==> src/rtl/mod_counter.sv <==
// Up/down modulo counter with clear, clamped load, wrap/saturate mode,
// enable prescaler and boundary flags. Count range is 0..MAX_VAL.
module mod_counter #(
  parameter int WIDTH    = 4,
  parameter int MAX_VAL  = 9,
  parameter bit SATURATE = 1'b0,
  parameter int PRESCALE = 1
) (
  input  logic             clk,
  input  logic             rst,
  input  logic             enable,
  input  logic             up_down,
  input  logic             clear,
  input  logic             load,
  input  logic [WIDTH-1:0] load_value,
  output logic [WIDTH-1:0] count,
  output logic             at_max,
  output logic             at_zero,
  output logic             wrap,
  output logic             ovf_sticky
);

  localparam int PS_W = (PRESCALE > 1) ? $clog2(PRESCALE) : 1;
  localparam logic [WIDTH-1:0] L_MAX     = WIDTH'(MAX_VAL);
  localparam logic [PS_W-1:0]  L_PS_LAST = PS_W'(PRESCALE - 1);

  logic [WIDTH-1:0] r_count;
  logic [PS_W-1:0]  r_presc;
  logic             r_wrap;
  logic             r_ovf;

  logic [WIDTH-1:0] w_count_nxt;
  logic [PS_W-1:0]  w_presc_nxt;
  logic             w_wrap_nxt;
  logic             w_ovf_nxt;
  logic [WIDTH-1:0] w_load_clamped;
  logic             w_step;

  assign w_load_clamped = (load_value > L_MAX) ? L_MAX : load_value;
  assign w_step         = enable && (r_presc == L_PS_LAST);

  // Priority: clear > load > prescaled step > hold. wrap defaults low so it
  // is a single-cycle pulse coinciding with the post-wrap count.
  always_comb begin
    w_count_nxt = r_count;
    w_presc_nxt = r_presc;
    w_wrap_nxt  = 1'b0;
    w_ovf_nxt   = r_ovf;
    if (clear) begin
      w_count_nxt = '0;
      w_presc_nxt = '0;
      w_ovf_nxt   = 1'b0;
    end else if (load) begin
      w_count_nxt = w_load_clamped;
      w_presc_nxt = '0;
    end else if (enable) begin
      if (!w_step) begin
        w_presc_nxt = r_presc + PS_W'(1);
      end else begin
        w_presc_nxt = '0;
        if (up_down) begin
          if (r_count < L_MAX) begin
            w_count_nxt = r_count + WIDTH'(1);
          end else begin
            w_ovf_nxt = 1'b1;
            if (!SATURATE) begin
              w_count_nxt = '0;
              w_wrap_nxt  = 1'b1;
            end
          end
        end else begin
          if (r_count != '0) begin
            w_count_nxt = r_count - WIDTH'(1);
          end else begin
            w_ovf_nxt = 1'b1;
            if (!SATURATE) begin
              w_count_nxt = L_MAX;
              w_wrap_nxt  = 1'b1;
            end
          end
        end
      end
    end
  end

  always_ff @(posedge clk or posedge rst) begin
    if (rst) begin
      r_count <= '0;
      r_presc <= '0;
      r_wrap  <= 1'b0;
      r_ovf   <= 1'b0;
    end else begin
      r_count <= w_count_nxt;
      r_presc <= w_presc_nxt;
      r_wrap  <= w_wrap_nxt;
      r_ovf   <= w_ovf_nxt;
    end
  end

  assign count      = r_count;
  assign at_max     = (r_count == L_MAX);
  assign at_zero    = (r_count == '0);
  assign wrap       = r_wrap;
  assign ovf_sticky = r_ovf;

endmodule

==> config.mk <==
export PLATFORM = sky130hd
export DESIGN_NAME = mod_counter
export DESIGN_NICKNAME = d
export VERILOG_FILES = /design/src/rtl/mod_counter.sv
export SDC_FILE = /design/constraint.sdc
export NUM_CORES = 1
export LEC_CHECK = 0
export CELL_PAD_IN_SITES_DETAIL_PLACEMENT = 0
export CELL_PAD_IN_SITES_GLOBAL_PLACEMENT = 1
export CORE_AREA = 2 2 45 47
export DETAILED_ROUTE_END_ITERATION = 7
export DIE_AREA = 0 0 47 49
export PLACE_DENSITY = 0.78
export REMOVE_ABC_BUFFERS = 1
export SYNTH_ARGS = -nofsm -noshare
export SYNTH_HDL_FRONTEND = slang
export SYNTH_SLANG_ARGS = --single-unit
==> constraint.sdc <==
create_clock -name clk -period 3.85 [get_ports clk]
set_clock_uncertainty 0.05 [all_clocks]
set_input_delay 0.77 -clock clk [delete_from_list [all_inputs] [get_ports clk]]
set_output_delay 0.77 -clock clk [all_outputs]
set_load 0.005 [all_outputs]
==> flow_metrics.py, run 1 <==
metrics = {
    "run_status": {
        "status": "completed",
    },
    "die": {
        "die_y_um": 49,
        "die_area_um2": 2300,
        "ios": 18,
        "num_rows": 16,
        "coreArea_um2": 1840,
        "start_util_pct": 32.1,
        "die_width_um": 47,
    },
    "clock_tree": {
        "clk-insertion-delay-late_ns": 0.26,
        "path_clk_slew_ns": 0.06,
        "cts_inserted_buffers": 3,
        "ctsLongestPathBuffers": 2,
        "post_cts.repair.setup_buffers": 0,
        "cts_num_sinks": 7,
        "root_buffer": "clkbuf_4",
        "hold_buffers": 0,
        "cts_resized": 0,
        "cts_max_level": 1,
        "cts_tree": "done",
    },
    "timing": {
        "finalHoldViolCount": 0,
        "worst_slew_pin_slew_ns": 0.436,
        "slew_violations": 0,
        "final.min_clock_period_ns": 2.73,
        "finalWorstSetupSlack_ns": 1.12,
        "finalSetupTns_ns": 0,
        "setup_viol": 0,
        "rsz0062_at_grt": "no",
        "fmax_ghz": 0.367,
        "slew_headroom_pct": 70.9,
        "finalCritPeriodShare_pct": 70.8,
    },
    "cells_and_area": {
        "areaGrowthSynthToFinish_pct": 35.4,
        "utilization_pct": 43.4,
        "fin_area_um2": 800,
        "layout.nets": 101,
        "insertedDiodeCount": 0,
        "final_layout_size_suffix_gt1_share_pct": 10.3,
        "filler_cell_count": 185,
    },
    "global_routing": {
        "grt-ovfl-total": 0,
        "track_usage_pct": 14.2,
        "grt_pass1_wl_mm": 2.30,
        "grt_pass1_vias": 497,
        "antenna_found_initial": 0,
        "grt_max_degree": 14,
    },
    "min_path": {
        "hold_path.class": "flip-flop to flip-flop",
    },
    "placement": {
        "gp_congestion": 0.785,
        "post-dp-hpwl_mm": 1.10,
        "placed_cell_area_um2": 773,
        "pre_cts_ws_ns": 1.42,
        "io_buffers": 17,
    },
    "yosys": {
        "synthFlopType": "dfrtp_1",
        "ys_seq_area_share_pct": 29.7,
        "ys_ff_latch": 7,
        "synth_edf_count": 0,
        "async_flop_share_pct": 100,
        "yosysTopAreaCell": "dfrtp_1",
        "synth_area_leaders": "dfrtp_1, ha_1, a2111oi_2",
        "synth_cells": 69,
        "synth_warnings": 0,
        "syn_area_per_cell_um2": 8.56,
        "synth_cell_types": 31,
        "synth_top_area_share_pct": 29.7,
        "syn_area_um2": 591,
    },
    "drt": {
        "firstDrtPassIters": 4,
        "vias_per_cell": 5.08,
        "wirelength_mm": 1.43,
        "drc_errors": 0,
        "wl_per_cell_um": 12.5,
        "route.antenna.remaining_nets": 0,
        "via_count": 579,
        "drt_iter0_markers": 15,
    },
    "power": {
        "p_leak_nw": 0.336,
        "powerDensity_nw_per_um2": 294,
        "ir_drop_mv": 0.138,
    },
    "critical_path": {
        "path_class": "flip-flop to primary output",
        "path_buf_inv": 2,
        "crit_slowest_cell": "clkdlybuf4s50_1",
        "path_delay_family": "buffers and inverters",
        "worstPathCellList": "inv_1 -> ha_1 -> nor3b_2 -> clkdlybuf4s50_1",
        "crit_fanout": 8,
        "crit_required_ns": 3.03,
        "arrival_ns": 1.91,
        "end_kind": "primary output",
        "start_kind": "flip-flop",
        "slowest_delay_ns": 0.53,
    },
    "flow_run": {
        "drv_cap": 0,
    },
}
## placed cells by master, fill, tap and decap left out, types with 2 or more instances in the layout
cell / synthesis / routed
a2111oi_2: 2 / 2
dfrtp_1: 7 / 7
nand2b_1: 2 / 2
inv_1: 7 / 7
a21oi_1: 5 / 5
nor2_1: 5 / 5
clkdlybuf4s50_1: 0 / 17
o21ai_0: 3 / 3
o21ai_1: 4 / 4
nand2_1: 5 / 5
clkbuf_4: 0 / 3
ha_1: 3 / 3
nor3_1: 3 / 3
mux2i_1: 2 / 2
nor2b_1: 2 / 2
## state kept, by name, summed over array words and instances, names as in the netlist
| signal | flops |
|---|---|
| wrap | 1 |
| count | 4 |
| r_presc | 1 |
| ovf_sticky | 1 |
## worst paths after layout
check                      startpoint         end  slack, ns  depth (start not counted)
max in group asynchronous         rst    count[3]       2.83                          2
hold / removal             ovf_sticky  ovf_sticky       0.46                          2
hold reg to reg            ovf_sticky  ovf_sticky       0.46                          2
setup / recovery             count[0]     at_zero       1.12                          4
min in group asynchronous         rst     r_presc       0.69                          2
setup reg to reg             count[0]    count[1]       2.08                          6
## stage by stage
stage	instances	hold slack, ns	power (mW)
floorplan	66	0.455	0.129
global placement	110	0.460	0.166
detailed placement	110	0.466	0.166
CTS	114	0.473	0.235
global route	114	0.517	0.253
finish	114	0.464	0.235
## worst reg2reg max path, cell delays in order, from the launching register on
cell,delay (ns)
dfrtp_1,0.47
inv_1,0.12
ha_1,0.29
nor3b_2,0.25
nor3_1,0.08
a311oi_1,0.28
o32ai_1,0.11
## final cells by class
cell class | count | area [um^2] | share of cell area [%]
timing repair buffer | 17 | 170 | 21.3
inverter | 7 | 26.3 | 3.29
clock buffer | 4 | 26.3 | 3.29
tap | 27 | 33.8 | 4.23
sequential | 7 | 175 | 21.9
multi-input combinational | 52 | 368 | 46.0
## power by group
group	leakage [nW]	internal, mW	switching [mW]
sequential	0.0935	0.0781	0.0102
clock	0.0150	0.0398	0.0301
combinational	0.228	0.0407	0.0363
total	0.336	0.159	0.0766
## Yosys cell counts, drive strengths merged (3+ instances only)
master / n
inv: 7
a21oi: 5
dfrtp: 7
o21ai: 7
buf: 3
nor3: 3
nand2: 5
nand2b: 3
ha: 3
nor2: 6
## cells by family (layout without fill, tap and decap cells)
family	after synthesis	after routing	synth area share, %
muxes	2	2	3.39
buffers and inverters	10	28	8.05
AOI/OAI and AO/OA	23	23	28.6
adders and majority gates	3	3	6.36
and+or+nand+nor	24	24	23.9
DFF	7	7	29.7
## layer usage
metal	share of wire (%)	wire length (um)	global-route usage, %
met5	0	0	0
met4	2.5	36	10.2
met3	4.0	57	2.59
met2	46	661	18.5
met1	47	674	20.1
Note: power is estimated with default switching activity, not from simulation.
==> run 2: changes to the inputs <==
CORE_AREA = 2 2 49 51   (was 2 2 45 47)
DIE_AREA = 0 0 51 53   (was 0 0 47 49)
PLACE_DENSITY = 0.7   (was 0.78)
clock period = 2.3 ns   (was 3.85 ns; I/O delays follow)
==> flow_metrics.py, run 2 (synthesis results as in run 1) <==
metrics = {
    "global_routing": {
        "grt-ovfl-total": 0,
        "grt_max_degree": 14,
        "grt_pass1_vias": 549,
        "antenna_found_initial": 0,
        "track_usage_pct": 13.5,
        "grt_pass1_wl_mm": 2.66,
    },
    "cells_and_area": {
        "largest_reg_flops": 4,
        "final_cell_mix": "clkdlybuf4s50_1, inv_1, buf_4",
        "final_layout_size_suffix_gt1_share_pct": 20.2,
        "insertedDiodeCount": 0,
        "mostFrequentLayoutCell": "clkdlybuf4s50_1",
        "areaGrowthSynthToFinish_pct": 46.6,
        "fin_area_um2": 866,
        "layout.nets": 108,
        "utilization_pct": 40.3,
        "layout.cells.non_filler": 122,
    },
    "timing": {
        "final.min_clock_period_ns": 2.15,
        "finalWorstSetupSlack_ns": 0.146,
        "worst_slew_pin_slew_ns": 0.448,
        "setup_viol": 0,
        "finalSetupTns_ns": 0,
        "finalHoldViolCount": 0,
        "rsz0062_at_grt": "no",
        "slew_headroom_pct": 70.0,
        "fmax_ghz": 0.464,
        "hold_slack_ns": 0.387,
        "finalCritPeriodShare_pct": 93.6,
        "slew_violations": 0,
    },
    "critical_path": {
        "crit_fanout": 7,
        "end_kind": "primary output",
        "reg2reg_depth": 7,
        "r2r_start": "count[0]",
        "start_kind": "flip-flop",
        "path_class": "flip-flop to primary output",
        "arrival_ns": 1.64,
        "crit_required_ns": 1.79,
        "crit_path_start": "count[1]",
    },
    "die": {
        "num_rows": 17,
        "coreArea_um2": 2150,
        "die_width_um": 51,
        "die_y_um": 53,
        "start_util_pct": 27.5,
        "die_area_um2": 2700,
        "ios": 18,
    },
    "clock_tree": {
        "cts_num_sinks": 7,
        "cts_max_level": 1,
        "cts_tree": "done",
        "ctsLongestPathBuffers": 2,
        "root_buffer": "clkbuf_4",
        "path_clk_slew_ns": 0.06,
        "hold_buffers": 0,
        "clk-insertion-delay-late_ns": 0.26,
        "cts_inserted_buffers": 3,
    },
    "drt": {
        "drc_errors": 0,
        "wl_per_cell_um": 13.5,
        "vias_per_cell": 4.92,
        "wirelength_mm": 1.65,
        "firstDrtPassIters": 4,
        "via_count": 600,
        "drt_iter0_markers": 16,
        "route.antenna.remaining_nets": 0,
    },
    "power": {
        "power_mw": 0.418,
        "powerDensity_nw_per_um2": 483,
        "ir_drop_mv": 0.377,
        "p_leak_nw": 0.380,
    },
    "placement": {
        "pre_cts_ws_ns": 0.276,
        "io_buffers": 17,
        "gp_congestion": 0.769,
        "placed_cell_area_um2": 812,
        "placed_cells": 116,
        "post-dp-hpwl_mm": 1.24,
    },
    "run_status": {
        "status": "completed",
    },
    "flow_run": {
        "drv_cap": 0,
    },
    "min_path": {
        "hold_path.class": "primary input to async pin",
    },
}
run 2: changes by cell type in the layout (fill, tap and decap cells not counted):
cell | before | now
buf_4 | 0 | 7
dfrtp_1 | 7 | 4
dfrtp_2 | 0 | 3
clkdlybuf4s50_1 | 17 | 16
dlymetal6s2s_1 | 0 | 1
nor3b_2 | 1 | 0
nor3b_4 | 0 | 1
run 2: final timing paths:
check,to,slack (ns)
max,at_max,0.15
max reg2reg,count[1],0.60
max in group asynchronous,count[3],1.56
min,wrap,0.39
min reg2reg,ovf_sticky,0.47
min in group clk,ovf_sticky,0.47
run 2: per-layer routing:
metal	global-route usage, %	vias to the layer above	share of wire (%)
met5	0	-	0
met4	6.76	0	1.0
met3	0.847	2	3.0
met2	20.3	17	44
met1	19.2	280	52
li1	-	301	-
run 2: final cells by class:
| cell class | instances | area [um^2] |
|---|---|---|
| fillers | 224 | 1280 |
| repair buffers | 24 | 225 |
| flip-flops and latches | 7 | 179 |
| clock buffers | 4 | 26.3 |
| inverters | 7 | 26.3 |
| multi-input cells | 52 | 374 |
| well taps | 28 | 35.0 |
run 2: timing repair:
action,in CTS,in global routing
resized for setup,0,5
setup endpoints to repair,0,2
setup buffers,0,2
run 2: power by group:
group / internal (mW) / switching (mW) / total [mW]
Clock: 0.0667 / 0.0526 / 0.119
Combinational: 0.0823 / 0.0692 / 0.151
Sequential: 0.132 / 0.0158 / 0.148
run 2: worst max-delay path: stages (launching register included):
cell and delay [ns]:
dfrtp_2 0.45, inv_1 0.09, ha_1 0.13, nor3b_1 0.18, clkdlybuf4s50_1 0.53
==> run 3: changes to the inputs <==
CAP_MARGIN = 10   (was unset)
CTS_CLUSTER_SIZE = 28   (was unset)
GPL_TIMING_DRIVEN = 0   (was unset)
==> flow_metrics.py, run 3 (synthesis results as in run 1) <==
metrics = {
    "flow_run": {
        "drv_cap": 0,
    },
    "timing": {
        "slew_violations": 0,
        "finalCritPeriodShare_pct": 96.3,
        "finalHoldViolCount": 0,
        "finalSetupTns_ns": 0,
        "slew_headroom_pct": 70.0,
        "setup_viol": 0,
        "fmax_ghz": 0.452,
        "worst_slew_pin_slew_ns": 0.448,
        "final.min_clock_period_ns": 2.21,
        "rsz0062_at_grt": "no",
    },
    "placement": {
        "post-dp-hpwl_mm": 1.13,
        "io_buffers": 17,
        "gp_congestion": 0.770,
    },
    "cells_and_area": {
        "insertedDiodeCount": 0,
        "filler_cell_count": 224,
        "mostFrequentLayoutCell": "clkdlybuf4s50_1",
        "areaGrowthSynthToFinish_pct": 44.1,
        "largest_reg_flops": 4,
        "regArea_um2": 179,
        "final_cell_mix": "clkdlybuf4s50_1, inv_1, nand2_1, a21oi_1, nor2_1",
        "final_layout_size_suffix_gt1_share_pct": 21.1,
        "utilization_pct": 39.6,
        "layout.nets": 104,
        "multiInputGateArea_um2": 392,
    },
    "die": {
        "ios": 18,
        "start_util_pct": 27.5,
        "coreArea_um2": 2150,
        "die_width_um": 51,
        "die_area_um2": 2700,
        "die_y_um": 53,
        "num_rows": 17,
    },
    "clock_tree": {
        "hold_buffers": 0,
        "clk-insertion-delay-late_ns": 0.25,
        "ctsLongestPathBuffers": 2,
        "root_buffer": "clkbuf_4",
        "cts_max_level": 1,
        "cts_inserted_buffers": 3,
        "path_clk_slew_ns": 0.05,
        "cts_num_sinks": 7,
        "cts_tree": "done",
    },
    "drt": {
        "drc_errors": 0,
        "drt_iter0_markers": 11,
        "wl_per_cell_um": 13.3,
        "vias_per_cell": 5.18,
        "firstDrtPassIters": 4,
        "via_count": 611,
        "route.antenna.remaining_nets": 0,
        "wirelength_mm": 1.57,
    },
    "critical_path": {
        "reg2reg_to": "count[1]",
        "r2r_start": "count[1]",
        "reg2reg_depth": 6,
        "arrival_ns": 1.70,
        "crit_slowest_cell": "clkdlybuf4s50_1",
        "end_kind": "primary output",
        "r2r_slack_ns": 0.61,
        "path_class": "flip-flop to primary output",
        "crit_fanout": 7,
        "path_buf_inv": 2,
        "worstPathCellList": "inv_2 -> ha_4 -> nor3b_4 -> clkdlybuf4s50_1",
        "crit_required_ns": 1.79,
        "slowest_delay_ns": 0.52,
        "path_delay_family": "buffers and inverters",
        "start_kind": "flip-flop",
    },
    "global_routing": {
        "antenna_found_initial": 0,
        "grt-ovfl-total": 0,
        "grt_max_degree": 14,
        "grt_pass1_vias": 501,
        "grt_pass1_wl_mm": 2.39,
        "track_usage_pct": 12.2,
    },
    "power": {
        "p_leak_nw": 0.350,
        "power_frac_clock_pct": 27.5,
        "p_seq_share_pct": 35.8,
        "share_comb_of_total_power_pct": 36.8,
        "switching_share_pct": 32.2,
        "powerDensity_nw_per_um2": 489,
        "p_sw_mw": 0.134,
        "ir_drop_mv": 0.371,
        "intPower_mw": 0.282,
    },
    "min_path": {
        "hold_path.class": "primary input to async pin",
    },
    "run_status": {
        "status": "completed",
    },
}
-- run 3: cell type report --
cell class	instances	share of cell area (%)
tap	28	4.12
clock buffer	4	3.09
timing repair buffer	20	22.6
multi-input combinational	52	46.0
inverter	7	3.09
sequential	7	21.0
-- run 3: worst register-to-register path, stage by stage (launching register included) --
cell and delay (ns):
dfrtp_2 0.45, inv_2 0.10, ha_4 0.18, nor3b_4 0.20
nor3_1 0.08, a311oi_1 0.36, o32ai_1 0.13
-- run 3: power by group through the flow --
| stage | sequential (mW) | clock (mW) | combinational [mW] |
|---|---|---|---|
| final | 0.149 | 0.114 | 0.153 |
| after global routing | 0.150 | 0.124 | 0.165 |
| after CTS | 0.149 | 0.118 | 0.136 |
| after detailed placement | 0.151 | 0 | 0.129 |
| after global placement | 0.151 | 0 | 0.127 |
| after floorplan | 0.147 | 0 | 0.0684 |
-- run 3: per-layer routing --
layer | wire length (um) | global-route usage [%] | share of wire, % | vias to the layer above
met4 | 25 | 5.41 | 1.6 | 0
met2 | 719 | 18.2 | 46 | 24
met5 | 0 | 0 | 0 | -
li1 | - | - | - | 302
met3 | 75 | 2.82 | 4.8 | 4
met1 | 744 | 16.6 | 48 | 281
-- run 3: worst max-delay path by stage --
stage / start / to / slack [ns] / cells after the start
finish: count[1] / at_zero / 0.09 / 4
global placement: count[0] / at_zero / 0.13 / 4
CTS: count[1] / at_zero / 0.005 / 4
global route: count[1] / at_zero / 0.03 / 4
floorplan: count[0] / count[1] / 0.70 / 6
detailed placement: count[0] / at_zero / 0.14 / 4
-- run 3: what timing repair did --
item                       CTS  global route
setup buffers                0             3
setup endpoints to repair    1             2
resized for setup            3             6
cloned                       0             0
-- run 3: per-stage QoR --
stage	hold WS, ns	power (mW)	cell area [um^2]	worst slack [ns]	instances
after global placement	0.453	0.278	774	0.131	111
after CTS	0.399	0.404	815	0.00505	115
after floorplan	0.213	0.216	569	0.703	66
after detailed placement	0.482	0.280	774	0.139	111
final	0.394	0.416	851	0.0861	118
after global routing	0.423	0.440	851	0.0305	118
